<file path="config.mk">
export PLATFORM = sky130hd
export DESIGN_NAME = fpu_result_collector_flat
export DESIGN_NICKNAME = d
export VERILOG_FILES = /design/src/rtl/fpu_result_collector_if.sv /design/src/rtl/fpu_result_collector.sv /design/src/flat_wrapper.sv
export SDC_FILE = /design/constraint.sdc
export NUM_CORES = 1
export LEC_CHECK = 0
export CORE_MARGIN = 2
export CORE_UTILIZATION = 45
export DETAILED_ROUTE_END_ITERATION = 8
export SYNTH_ARGS = -nofsm -noshare
export SYNTH_HDL_FRONTEND = slang
export SYNTH_SLANG_ARGS = --single-unit
</file>
<file path="constraint.sdc">
create_clock -name clk -period 15.7 [get_ports clk]
set_clock_uncertainty 0.05 [all_clocks]
set_input_delay 3.14 -clock clk [delete_from_list [all_inputs] [get_ports clk]]
set_output_delay 3.14 -clock clk [all_outputs]
set_load 0.01 [all_outputs]
</file>
<file path="src/rtl/fpu_result_collector_if.sv">
// Issue, FPU-result and record bundle for fpu_result_collector.
// master = issuer/FPU/consumer side, slave = collector.
interface fpu_result_collector_if;
  logic        issue_valid;
  logic [2:0]  issue_op;
  logic [1:0]  issue_rmode;
  logic        issue_ready;
  logic [31:0] out;
  logic        inf;
  logic        snan;
  logic        qnan;
  logic        ine;
  logic        overflow;
  logic        underflow;
  logic        zero;
  logic        div_by_zero;
  logic        rec_valid;
  logic        rec_ready;
  logic [31:0] rec_result;
  logic [7:0]  rec_flags;
  logic [2:0]  rec_op;
  logic [1:0]  rec_rmode;
  logic [7:0]  rec_seq;
  logic        drop_sticky;
  logic [7:0]  drop_count;

  modport master (
    output issue_valid, issue_op, issue_rmode,
    output out, inf, snan, qnan, ine,
    output overflow, underflow, zero, div_by_zero,
    output rec_ready,
    input  issue_ready, rec_valid, rec_result,
    input  rec_flags, rec_op, rec_rmode, rec_seq,
    input  drop_sticky, drop_count
  );

  modport slave (
    input  issue_valid, issue_op, issue_rmode,
    input  out, inf, snan, qnan, ine,
    input  overflow, underflow, zero, div_by_zero,
    input  rec_ready,
    output issue_ready, rec_valid, rec_result,
    output rec_flags, rec_op, rec_rmode, rec_seq,
    output drop_sticky, drop_count
  );
endinterface

</file>
<file path="src/rtl/fpu_result_collector.sv">
// Shadows FPU issues, captures tagged results into a FWFT FIFO with credits.
// Optional FPU_COLLECT_SEQ_EN adds the 8-bit issue sequence tag.
module fpu_result_collector #(
  parameter int LATENCY = 4,
  parameter int DEPTH   = 8
) (
  input logic                   clk,
  input logic                   reset,
  fpu_result_collector_if.slave bus
);
  localparam int AW = $clog2(DEPTH);
  localparam int PW = AW + 1;
  localparam int IW = $clog2(LATENCY + 1);

  logic          r_sv  [LATENCY];
  logic [2:0]    r_sop [LATENCY];
  logic [1:0]    r_srm [LATENCY];
  logic [IW-1:0] r_inflight;
  logic [PW-1:0] r_wr;
  logic [PW-1:0] r_rd;
  logic [31:0]   r_mres [DEPTH];
  logic [7:0]    r_mflg [DEPTH];
  logic [2:0]    r_mop  [DEPTH];
  logic [1:0]    r_mrm  [DEPTH];
  logic          r_drop;
  logic [7:0]    r_dcnt;

  logic          w_cap;
  logic          w_empty;
  logic          w_full;
  logic          w_pop;
  logic          w_push;
  logic          w_drop;
  logic [AW-1:0] w_wa;
  logic [AW-1:0] w_ra;
  logic [PW-1:0] w_count;
  logic [7:0]    w_credit;
  logic [7:0]    w_flags;

  assign w_cap   = r_sv[LATENCY-1];
  assign w_wa    = r_wr[AW-1:0];
  assign w_ra    = r_rd[AW-1:0];
  assign w_empty = (r_wr == r_rd);
  assign w_full  = (r_wr[AW] != r_rd[AW]) && (w_wa == w_ra);
  assign w_pop   = ~w_empty & bus.rec_ready;
  // A pop on the same edge makes room, so a full FIFO still takes the push.
  assign w_push  = w_cap & (~w_full | w_pop);
  assign w_drop  = w_cap & ~w_push;
  assign w_count = r_wr - r_rd;

  assign w_flags = {bus.div_by_zero, bus.zero, bus.underflow,
                    bus.overflow, bus.ine, bus.qnan,
                    bus.snan, bus.inf};

  assign w_credit        = 8'(r_inflight) + 8'(w_count);
  assign bus.issue_ready = (w_credit < 8'(DEPTH));

  always_ff @(posedge clk or posedge reset) begin
    if (reset) begin
      for (int i = 0; i < LATENCY; i++) begin
        r_sv[i]  <= 1'b0;
        r_sop[i] <= '0;
        r_srm[i] <= '0;
      end
      r_inflight <= '0;
    end else begin
      r_sv[0]  <= bus.issue_valid;
      r_sop[0] <= bus.issue_op;
      r_srm[0] <= bus.issue_rmode;
      for (int i = 1; i < LATENCY; i++) begin
        r_sv[i]  <= r_sv[i-1];
        r_sop[i] <= r_sop[i-1];
        r_srm[i] <= r_srm[i-1];
      end
      r_inflight <= r_inflight + IW'(bus.issue_valid)
                  - IW'(w_cap);
    end
  end

  always_ff @(posedge clk or posedge reset) begin
    if (reset) begin
      r_wr   <= '0;
      r_rd   <= '0;
      r_drop <= 1'b0;
      r_dcnt <= '0;
    end else begin
      if (w_push) r_wr <= r_wr + PW'(1);
      if (w_pop)  r_rd <= r_rd + PW'(1);
      if (w_drop) begin
        r_drop <= 1'b1;
        if (r_dcnt != 8'hFF) r_dcnt <= r_dcnt + 8'd1;
      end
    end
  end

  always_ff @(posedge clk) begin
    if (w_push) begin
      r_mres[w_wa] <= bus.out;
      r_mflg[w_wa] <= w_flags;
      r_mop[w_wa]  <= r_sop[LATENCY-1];
      r_mrm[w_wa]  <= r_srm[LATENCY-1];
    end
  end

  assign bus.rec_valid   = ~w_empty;
  assign bus.rec_result  = w_empty ? '0 : r_mres[w_ra];
  assign bus.rec_flags   = w_empty ? '0 : r_mflg[w_ra];
  assign bus.rec_op      = w_empty ? '0 : r_mop[w_ra];
  assign bus.rec_rmode   = w_empty ? '0 : r_mrm[w_ra];
  assign bus.drop_sticky = r_drop;
  assign bus.drop_count  = r_dcnt;

`ifdef FPU_COLLECT_SEQ_EN
  logic [7:0] r_seq;
  logic [7:0] r_sseq [LATENCY];
  logic [7:0] r_mseq [DEPTH];

  // Counts every issue, credited or not: the FPU itself never stalls.
  always_ff @(posedge clk or posedge reset) begin
    if (reset) begin
      r_seq <= '0;
      for (int i = 0; i < LATENCY; i++) r_sseq[i] <= '0;
    end else begin
      if (bus.issue_valid) r_seq <= r_seq + 8'd1;
      r_sseq[0] <= r_seq;
      for (int i = 1; i < LATENCY; i++) r_sseq[i] <= r_sseq[i-1];
    end
  end

  always_ff @(posedge clk) begin
    if (w_push) r_mseq[w_wa] <= r_sseq[LATENCY-1];
  end

  assign bus.rec_seq = w_empty ? '0 : r_mseq[w_ra];
`else
  assign bus.rec_seq = '0;
`endif
endmodule

</file>
<file path="src/flat_wrapper.sv">
// flat-port wrapper written by rule: the top's interface ports become plain ports
module fpu_result_collector_flat 
#(
  parameter int LATENCY = 4,
  parameter int DEPTH   = 8
)
  (clk, reset, bus_issue_valid, bus_issue_op, bus_issue_rmode, bus_out, bus_inf, bus_snan, bus_qnan, bus_ine, bus_overflow, bus_underflow, bus_zero, bus_div_by_zero, bus_rec_ready, bus_issue_ready, bus_rec_valid, bus_rec_result, bus_rec_flags, bus_rec_op, bus_rec_rmode, bus_rec_seq, bus_drop_sticky, bus_drop_count);
  fpu_result_collector_if bus_i ();
  input logic clk;
  input logic reset;
  input wire logic [$bits(bus_i.issue_valid)-1:0] bus_issue_valid;
  input wire logic [$bits(bus_i.issue_op)-1:0] bus_issue_op;
  input wire logic [$bits(bus_i.issue_rmode)-1:0] bus_issue_rmode;
  input wire logic [$bits(bus_i.out)-1:0] bus_out;
  input wire logic [$bits(bus_i.inf)-1:0] bus_inf;
  input wire logic [$bits(bus_i.snan)-1:0] bus_snan;
  input wire logic [$bits(bus_i.qnan)-1:0] bus_qnan;
  input wire logic [$bits(bus_i.ine)-1:0] bus_ine;
  input wire logic [$bits(bus_i.overflow)-1:0] bus_overflow;
  input wire logic [$bits(bus_i.underflow)-1:0] bus_underflow;
  input wire logic [$bits(bus_i.zero)-1:0] bus_zero;
  input wire logic [$bits(bus_i.div_by_zero)-1:0] bus_div_by_zero;
  input wire logic [$bits(bus_i.rec_ready)-1:0] bus_rec_ready;
  output wire logic [$bits(bus_i.issue_ready)-1:0] bus_issue_ready;
  output wire logic [$bits(bus_i.rec_valid)-1:0] bus_rec_valid;
  output wire logic [$bits(bus_i.rec_result)-1:0] bus_rec_result;
  output wire logic [$bits(bus_i.rec_flags)-1:0] bus_rec_flags;
  output wire logic [$bits(bus_i.rec_op)-1:0] bus_rec_op;
  output wire logic [$bits(bus_i.rec_rmode)-1:0] bus_rec_rmode;
  output wire logic [$bits(bus_i.rec_seq)-1:0] bus_rec_seq;
  output wire logic [$bits(bus_i.drop_sticky)-1:0] bus_drop_sticky;
  output wire logic [$bits(bus_i.drop_count)-1:0] bus_drop_count;
  assign bus_i.issue_valid = bus_issue_valid;
  assign bus_i.issue_op = bus_issue_op;
  assign bus_i.issue_rmode = bus_issue_rmode;
  assign bus_i.out = bus_out;
  assign bus_i.inf = bus_inf;
  assign bus_i.snan = bus_snan;
  assign bus_i.qnan = bus_qnan;
  assign bus_i.ine = bus_ine;
  assign bus_i.overflow = bus_overflow;
  assign bus_i.underflow = bus_underflow;
  assign bus_i.zero = bus_zero;
  assign bus_i.div_by_zero = bus_div_by_zero;
  assign bus_i.rec_ready = bus_rec_ready;
  assign bus_issue_ready = bus_i.issue_ready;
  assign bus_rec_valid = bus_i.rec_valid;
  assign bus_rec_result = bus_i.rec_result;
  assign bus_rec_flags = bus_i.rec_flags;
  assign bus_rec_op = bus_i.rec_op;
  assign bus_rec_rmode = bus_i.rec_rmode;
  assign bus_rec_seq = bus_i.rec_seq;
  assign bus_drop_sticky = bus_i.drop_sticky;
  assign bus_drop_count = bus_i.drop_count;
  fpu_result_collector #(.LATENCY(LATENCY), .DEPTH(DEPTH)) u_core (.clk(clk), .reset(reset), .bus(bus_i));
endmodule
</file>
# [Word-level counts from Yosys, hierarchy flattened]
# Memory sizes are Yosys's and may differ from the RTL's.
# Index checks and enable logic that the tools add are counted.
# Widths: inputs -> output; s select.
[totals] ff_bits=44 ramBits=360 input_bits=49 out_inout_bits=64 mem_count=4
[classes] add_sub_neg=7 n_lt_le_gt_ge=1 n_eq_ne=4 muxes=6 n_bitwise=7 n_reduce_logical=2
[mem_list] name="u_core.r_mres" depth=8 width=32 rd=1 rd_clocked_by_memory_dff=0 write_ports=1 line="fpu_result_collector.sv:21" source="logic [31:0] r_mres [DEPTH];"
[mem_list] name="u_core.r_mflg" depth=8 width=8 rd=1 rd_clocked_by_memory_dff=0 write_ports=1 line="fpu_result_collector.sv:22" source="logic [7:0] r_mflg [DEPTH];"
[mem_list] name="u_core.r_mop" depth=8 width=3 rd=1 rd_clocked_by_memory_dff=0 write_ports=1 line="fpu_result_collector.sv:23" source="logic [2:0] r_mop [DEPTH];"
[mem_list] name="u_core.r_mrm" depth=8 width=2 rd=1 rd_clocked_by_memory_dff=0 write_ports=1 line="fpu_result_collector.sv:24" source="logic [1:0] r_mrm [DEPTH];"
[ops] operator="$mux 32" n=1
[ops] operator="$add 4x1->4 const B" n=2
[ops] operator="$add 8x1->8 const B" n=1
[ops] operator="$lt 8x4->1 const B" n=1
[ops] operator="$mux 8" n=1
[ops] operator="$ne 8x8->1 const B" n=1
[ops] operator="$add 3x4->5" n=1
[ops] operator="$eq 4x4->1" n=1
[ops] operator="$sub 4x4->4" n=1
[ops] operator="$add 3x1->3" n=1
[ops] operator="$and 1x1->1" n=3
[ops] operator="$eq 3x3->1" n=1
[ops] operator="$mux 3" n=1
[ops] operator="$not 1->1" n=3
[ops] operator="$sub 3x1->3" n=1
[ops] operator="$mux 1" n=2
[ops] operator="$mux 2" n=1
[ops] operator="$reduce_and 2->1" n=1
[ops] operator="$logic_and 1x1->1" n=1
[ops] operator="$ne 1x1->1" n=1
[ops] operator="$or 1x1->1" n=1

# [Logic depth before layout (Yosys ltp)]
# Gate-level depths: netlist of the first run.
[logic_depth] ltp_word=8 mapped_depth=9 ltp_nobuf=9

# [Worst setup path before layout of the first run]
# No wires, ideal clock.
[synth_path] kind="input port to flip-flop" from="in bus_rec_ready" to="mem u_core.r_mflg[0][0] (enable)" setup_time_ps=503 arrival_time_ps=6520 required_ps=15147 setup_slack_ps=8627 stages=3 path_cell_list="o31a_1 nand2_1 nor3_1"
[synth_between] elab_chain_cells=5
[synth_lines] item="from (decl)" line="flat_wrapper.sv:23" source="input wire logic [$bits(bus_i.rec_ready)-1:0] bus_rec_ready;"
[synth_lines] item="$and 1x1->1" line="fpu_result_collector.sv:45" source="assign w_pop = ~w_empty & bus.rec_ready;"
[synth_lines] item="$or 1x1->1" line="fpu_result_collector.sv:47" source="assign w_push = w_cap & (~w_full | w_pop);"
[synth_lines] item="$and 1x1->1" line="fpu_result_collector.sv:47"
[synth_lines] item="$mux 1" line="fpu_result_collector.sv:97" source="if (w_push) begin"
[synth_lines] item="$mux 1 (not written as such)" line="fpu_result_collector.sv:99" source="r_mflg[w_wa] <= w_flags;"
[synth_lines] item="to (decl)" line="fpu_result_collector.sv:22"
# Every way passes these cells.

# [Final worst setup path of the first run]
[layout_path] from="reg u_core.r_rd[0]" to="out bus_rec_op[2]"
[layout_between] elab_chain_cells=2
[layout_lines] item="from (decl)" line="fpu_result_collector.sv:20" source="logic [PW-1:0] r_rd;"
[layout_lines] item="from (signal assigned)" line="fpu_result_collector.sv:88" source="if (w_pop) r_rd <= r_rd + PW'(1);"
[layout_lines] item="$mem_v2 8x3 or $eq 4x4->1 (tied branches)"
[layout_lines] item="$mux 3 *" line="fpu_result_collector.sv:108" source="assign bus.rec_op = w_empty ? '0 : r_mop[w_ra];"
[layout_lines] item="to (decl)" line="flat_wrapper.sv:28" source="output wire logic [$bits(bus_i.rec_op)-1:0] bus_rec_op;"
# Every way passes the cells marked *; elsewhere a longest branch is shown, timed or not.

==> impl_summary.md, run 1 <==
STA
The maximum operating frequency is about 140 MHz. In the finished design, the share of the clock period the worst path needs comes to 0.461. The measured slew at the worst slew-check pin is 1050 ps. The clock period minus worst slack is about 7200 ps. The max-slew headroom at the worst pin is 0.300.

The final setup violation count is 0. Setup repair after global routing left no endpoint under its margin. The final-layout worst hold slack is 296 ps.

The count of pins over their slew limit is 0. The accumulated negative setup slack is 0 ps. The number of hold-slack violations in the final timing report is 0.

Final layout
Of the cells placed in the final design, the portion with a size suffix greater than 1 is 0.195. The final non-filler cell total is 1377. After the last flow step, the layout net total stands at 956.

The post-route cell area is about 0.018 mm^2. The synthesis-to-finish area growth is 19.3%.

Worst setup path
In this run the worst setup path begins at u_core.r_rd[0]. Along the worst path, the maximum fanout reaches 38. The worst setup path is of the reg -> out kind. The worst setup path is captured at an output pin. The endpoint required time on the critical path is 12510 ps. The data arrival time of the worst path is 4040 ps.

The startpoint of the worst-slack reg-to-reg timing path is u_core.r_rd[1]. The kind of start point of the critical path is a flop.

Synth
The synthesized design contains 404 register bits. Yosys printed 0 warnings. The share of the synthesized area in the top cell type is 0.703. In the post-synthesis netlist, the cell with the most instances is sky130_fd_sc_hd__edfxtp_1. The post-synthesis instance area is 0.0154 mm^2.

The number of standard cells after synthesis is roughly 770. The cell accounting for the most synthesized area is sky130_fd_sc_hd__edfxtp_1. By area the synthesized netlist is led by sky130_fd_sc_hd__edfxtp_1, sky130_fd_sc_hd__mux4_2, sky130_fd_sc_hd__dfrtp_1.

After synthesis, the share of flip-flops with an asynchronous set or reset is 0.109. For this run, the register share of the synthesized area comes to 0.775. In the synthesized netlist, the cells that appear most often are sky130_fd_sc_hd__edfxtp_1, sky130_fd_sc_hd__nand2_1, sky130_fd_sc_hd__mux4_2. For this run, the leading register cell type out of synthesis is sky130_fd_sc_hd__edfxtp_1. The average instance area after synthesis is 20.0 um^2. Yosys mapped a number of flops with a built-in enable equal to 360. The post-synthesis cell type count is 34.

Place
The total of buffers placed on input and output ports is 104. The post-detailed-placement cell area is between 0.015 and 0.02 mm^2. The final weighted congestion in routability-driven placement is around 0.75. The HPWL after detailed placement is 16.8 mm.

Once placement completed, the tool counted placed cells totaling 1300.

Die
The number of core rows is 67. The vertical die dimension is 189 um. The overall die area is between 0.03 and 0.04 mm^2. In this run the standard cell core region covers 0.0336 mm^2. The floorplan step set the die width to 189 um. The count of pins on the block boundary is between 100 and 150. For this configuration, the core starts out at a cell density of 0.457.

Clock network
CTS built an H-tree with a depth of 2. For the worst-skew pair, the clock arrives at the later sink with an insertion delay of 530 ps. The count of cells resized by post-cts repair is 0. The number of buffers inserted by hold repair at cts is 0. The tree is rooted in a sky130_fd_sc_hd__clkbuf_16. No sink is reached through more buffers than the 3 on the longest clock path. The TritonCTS clock tree is done.

The number of buffers added by the clock tree synthesis step is between 40 and 50. After clock tree synthesis, the clock-pin slew on the worst setup and hold paths is about 60 ps. The number of post-CTS setup repair buffers is 0. The TritonCTS sink count is 404.

Min path
The classification of the worst-slack hold path is reg -> reg. The critical hold path startpoint is u_core.r_srm[7].

Global routing
Entering global routing, the biggest net connects 71 pins. For this run, global-route usage on met1 was measured as 0.236. The wire length of the first global-routing pass is 47.5 mm. The met2 capacity usage during global routing is 0.313.

The initial antenna violation count is 1. The routing usage on met3 is 0.0302. The total overflow left after global routing is 0. The aggregate global-route resource usage is 0.179. The layer flagged by global routing as most heavily used is met2. The number of global-route vias before repair is 8037.

Pwr
Overall power consumption after layout is estimated at roughly 0.0036 W. For this design the static power due to leakage is a little over 6 nW. For this design the ratio of total power to cell area is a little under 200 mW/mm^2.

IR analysis of the VDD net gives a maximum drop of 0.120 mV.

Drt
The residual DRC count is 0. Before antenna repair, the detailed router went through 5 iterations. The first routing iteration left 470 violations.

In the final routed layout, each cell accounts on average for 22.8 um. The total wire length is 31.3 mm. The via density per instance is between 5 and 6. The residual antenna-violating net count after detailed routing is 0. The overall via count from detail_route is 7422.

Outcome
The flow ran to the end, and the final reports show no timing, DRC or antenna violations.

Job
Across the run, the number of max-cap violations was 0.
## cells by family (layout without fill, tap and decap cells)
| family | after synthesis | in the layout | share of synthesized area |
|---|---|---|---|
| buffers and inverters | 56 | 208 | 0.0164 |
| multiplexers | 93 | 93 | 0.134 |
| XOR/XNOR | 14 | 14 | 0.00797 |
| other | 1 | 10 | 0.000244 |
| flip-flops | 404 | 404 | 0.775 |
| AND/OR/NAND/NOR | 137 | 137 | 0.0386 |
| adder cells (fa/ha/maj) | 12 | 12 | 0.0107 |
| AO/OA/AOI/OAI | 51 | 51 | 0.0173 |
## power breakdown
group	switching, W	internal [W]
Clock	0.000386	0.000593
Sequential	0.0000755	0.00134
Combinational	0.000597	0.000573
## placed cells by master (no fill, tap or decap), types with 6 or more instances in the layout
cell	Yosys	routed
sky130_fd_sc_hd__a21oi_1	46	46
sky130_fd_sc_hd__buf_4	8	16
sky130_fd_sc_hd__bufinv_16	0	7
sky130_fd_sc_hd__clkbuf_16	0	41
sky130_fd_sc_hd__clkdlybuf4s50_1	0	104
sky130_fd_sc_hd__clkinv_1	0	13
sky130_fd_sc_hd__clkinv_2	0	7
sky130_fd_sc_hd__conb_1	1	8
sky130_fd_sc_hd__dfrtp_1	44	41
sky130_fd_sc_hd__edfxtp_1	360	360
sky130_fd_sc_hd__ha_1	10	10
sky130_fd_sc_hd__inv_1	11	9
sky130_fd_sc_hd__mux4_2	90	90
sky130_fd_sc_hd__nand2_1	103	103
sky130_fd_sc_hd__nand3_1	7	7
sky130_fd_sc_hd__xnor2_1	8	8
sky130_fd_sc_hd__xor2_1	6	6
## final timing paths
kind,endpoint,slack (ps),cells after the start
min in group asynchronous,u_core.bus.drop_count[7],3070,2
max reg2reg,u_core.r_mres[4][27],11990,8
max in group asynchronous,u_core.r_rd[0],11870,2
min,u_core.r_srm[5],300,0
max,bus_rec_op[2],8470,6
min reg2reg,u_core.r_srm[5],300,0
## per-layer routing
metal  part of all wire  wire length, um  vias to the layer above
met5                  0                0                        -
met4              0.016              517                        0
met3              0.047             1490                       43
met2               0.52            16300                      186
met1               0.42            13100                     3916
li1                   -                -                     3277
## final cells by class
class	instances	area (um^2)
antenna	2	5.00
clock buffer	46	1040
clock inverter	29	312
fill	2580	15300
inverter	13	48.8
multi-input combinational	315	3290
sequential	404	11900
tap	448	561
timing repair buffer	120	1160
## worst max-delay path, cell delays in order, from the launching register on
cell	delay (ps)
sky130_fd_sc_hd__dfrtp_4	750
sky130_fd_sc_hd__buf_4	630
sky130_fd_sc_hd__buf_4	750
sky130_fd_sc_hd__mux4_2	600
sky130_fd_sc_hd__nand2_1	80
sky130_fd_sc_hd__a21oi_1	120
sky130_fd_sc_hd__clkdlybuf4s50_1	540
## registers in the layout, summed over array words and instances (netlist names)
name,count
u_core.r_inflight,3
u_core.r_wr,4
u_core.r_mrm,16
u_core.r_rd,4
u_core.r_mop,24
u_core.bus.drop_count,8
u_core.r_sv,3
u_core.r_mres,256
u_core.r_sop,12
u_core.w_cap,1
u_core.r_mflg,64
u_core.bus.drop_sticky,1
u_core.r_srm,8
## stage by stage
stage / setup WS, ps / utilization
after floorplan: 8630 / -
after global placement: 8890 / 0.505
after detailed placement: 8890 / 0.505
after CTS: 8320 / 0.545
after global routing: 8110 / 0.545
final: 8470 / 0.546
Power figures use the tool's default switching activity.
==> run 2, diff against run 1 <==
--- a/config.mk
+++ b/config.mk
@@ -8,6 +8,7 @@
 export CORE_MARGIN = 2
 export CORE_UTILIZATION = 45
 export DETAILED_ROUTE_END_ITERATION = 8
+export PLACE_DENSITY = 0.66
 export SYNTH_ARGS = -nofsm -noshare
 export SYNTH_HDL_FRONTEND = slang
 export SYNTH_SLANG_ARGS = --single-unit
==> constraint.sdc (replaced) <==
create_clock -name clk -period 6.55 [get_ports clk]
set_clock_uncertainty 0.05 [all_clocks]
set_input_delay 1.31 -clock clk [delete_from_list [all_inputs] [get_ports clk]]
set_output_delay 1.31 -clock clk [all_outputs]
set_load 0.01 [all_outputs]
==> run 2 against run 1 <==
Compared with the run above:
- global-route usage decreased by 0.70 points
- core utilization decreased by 0.23 points
- via count decreased by 0.88%
- final area decreased by 0.42%
- critical path type unchanged
- largest power group unchanged
==> impl_summary.md, run 2 (synthesis results as in run 1) <==
Place
The number of cells after detailed placement is about 1300. Routability-driven placement finished with a final weighted congestion of ~0.74. The worst setup slack after placement is 1940 ps. Detailed placement ended at an HPWL of 16.3 mm. Buffers placed on the I/O ports in this run total about 100.

Drt
The first routing iteration left roughly 530 violations. The residual DRC count is 0. The iteration count of the initial detailed-routing pass is 7. The residual antenna-violating net count after detailed routing is 0. Using the TritonRoute via totals, the vias-per-cell ratio works out to around 5.4. Dividing the detail-routed wire length by the instance count gives 21.9 um. The routed layout has about 7400 vias. The routed length on met1 is 13.3 mm. The total wire length is 30.1 mm.

The amount of wire on met2 after detailed routing is 14.4 mm. Routed signal wires occupy layers up through met5. The routed length on met3 is 1.90 mm.

Global routing
The residual overflow from global routing is 0. The initial antenna violation count came to 1. The aggregate global-route resource usage is 0.172. The largest net degree at the start of global routing is 67. The wire length of the first global-routing pass is between 40 and 50 mm. The number of global-route vias before repair is 7799.

Worst setup path
Along the worst path, the maximum fanout reaches 39. The endpoint type of the worst setup path is an output pin. The data arrival time of the worst path is about 3800 ps.

The worst setup path is launched from a flop. Data on the critical path is required at its endpoint by roughly 5200 ps. The worst setup path is of the reg -> out kind.

Pwr
Dividing total power by cell area gives a power density of 460 mW/mm^2. The worst-case IR drop observed on VDD is 0.216 mV. Overall power consumption after layout is estimated at 0.00841 W.

The leakage power is around 6.1 nW.

Final layout
The largest registers in the layout are u_core.r_mres: 256 flops, u_core.r_mflg: 64 flops, u_core.r_mop: 24 flops. The final non-filler cell total is 1373. In the layout the commonest cells are sky130_fd_sc_hd__edfxtp_1, sky130_fd_sc_hd__clkdlybuf4s50_1, sky130_fd_sc_hd__nand2_1. The final antenna diode count is 0. After the last flow step, the layout net total stands at between 900 and 1000.

Leaving out fill and tap cells, the most frequent cell in the layout is sky130_fd_sc_hd__edfxtp_1. The number of flip-flops under the largest register name is 256. In the final layout, the share of cells above drive strength 1 is 0.192. The area growth from synthesis to layout is 18.8%. The register with the most flip-flops in the final layout is u_core.r_mres.

Clock network
The maximum buffer depth of the clock tree is 3. TritonCTS built the clock tree. The cell chosen for the clock root is sky130_fd_sc_hd__clkbuf_16. Post-CTS timing repair inserted 0 buffers for setup. Clock tree synthesis found a total of 404 sinks. The number of H-tree branching levels is 2. The number of buffers added by the clock tree synthesis step is 42. The later pin in the worst-skew pair is clocked with a latency of 520 ps. In this run, post-CTS hold repair placed 0 buffers.

Clock-pin slew was measured on the worst setup and hold paths at around 60 ps. Gates resized during post-CTS repair numbered 0.

Die
113 I/O pins were placed. The overall die width is 189 um. The area of the placeable core is 0.0336 mm^2. The vertical die dimension is 189 um.

The overall die area is 0.0357 mm^2. The initial utilization of the core area, before any placement, comes to 0.457. The number of core rows is 67.

STA
Measured against its own limit, the worst slew margin works out to 0.336. For this run, the top clock speed supported by timing is 194 MHz. The count of pins over their slew limit is 0.

The final worst slack is 1390 ps. Setup repair after global routing left no endpoint under its margin. The number of hold-slack violations in the final timing report is 0. The final setup violation count is 0.

The clock period minus worst slack is 5160 ps. Dividing the final minimum period by the clock period gives 0.788. The measured slew at the worst slew-check pin is 993 ps. Setup total negative slack on the finished layout was measured at 0 ps.

Min path
The classification of the worst-slack hold path is reg -> reg.

Outcome
The flow ran to the end, and the final reports show no timing, DRC or antenna violations.

Job
Across the run, the number of max-cap violations was 0.
## run 2: cell count changes in the layout (fill, tap and decap cells not counted)
cell	change
sky130_fd_sc_hd__bufinv_16	-5
sky130_fd_sc_hd__clkbuf_1	+4
sky130_fd_sc_hd__clkbuf_8	+3
sky130_fd_sc_hd__clkinv_1	-3
sky130_fd_sc_hd__buf_4	-2
sky130_fd_sc_hd__clkbuf_16	+2
sky130_fd_sc_hd__diode_2	-2
sky130_fd_sc_hd__clkinv_2	-1
sky130_fd_sc_hd__inv_6	-1
sky130_fd_sc_hd__inv_8	+1
## run 2: final timing paths
| path | start | to | slack, ps | depth (start not counted) |
|---|---|---|---|---|
| setup reg to reg | u_core.r_rd[0] | u_core.r_mres[6][13] | 2940 | 6 |
| max in group asynchronous | reset | u_core.r_rd[2] | 4520 | 2 |
| hold / removal | u_core.r_srm[2] | u_core.r_srm[0] | 290 | 0 |
| setup / recovery | u_core.r_rd[0] | bus_issue_ready | 1390 | 9 |
| min in group asynchronous | reset | u_core.r_sop[6] | 1240 | 2 |
| hold reg to reg | u_core.r_srm[2] | u_core.r_srm[0] | 290 | 0 |
## run 2: critical path, stage by stage, from the launching register on
cell,delay (ps)
sky130_fd_sc_hd__dfrtp_4,940
sky130_fd_sc_hd__ha_1,290
sky130_fd_sc_hd__inv_1,50
sky130_fd_sc_hd__fa_1,440
sky130_fd_sc_hd__ha_1,280
sky130_fd_sc_hd__nand2_1,60
sky130_fd_sc_hd__nor2_1,40
sky130_fd_sc_hd__o21ai_0,140
sky130_fd_sc_hd__nor4bb_1,390
sky130_fd_sc_hd__clkdlybuf4s50_1,630
## run 2: layer usage
layer	vias up	GRT usage
met5	-	0
met4	2	0.0433
met3	41	0.0423
met2	211	0.278
met1	3835	0.238
li1	3268	-
## run 2: power breakdown
group	internal, W	leakage (nW)	switching (W)
combinational	0.00137	1.66	0.00139
clock	0.00131	0.640	0.000915
sequential	0.00320	3.80	0.000212
total	0.00589	6.10	0.00252
## run 2: area by class of cell
cell class | count | area (um^2)
Clock buffer | 55 | 1150
Clock inverter | 20 | 148
Fill cell | 2556 | 15400
Inverter | 13 | 48.8
Multi-Input combinational cell | 315 | 3290
Sequential cell | 404 | 11900
Tap cell | 448 | 561
Timing Repair Buffer | 118 | 1150
## run 2: through the flow
step / utilization / hold WS [ps] / cell area, um^2
after global routing: 0.543 / 299 / 18300
after floorplan: - / 281 / 15400
after global placement: 0.505 / 282 / 17000
after detailed placement: 0.505 / 285 / 17000
final: 0.543 / 286 / 18300
after CTS: 0.543 / 287 / 18300
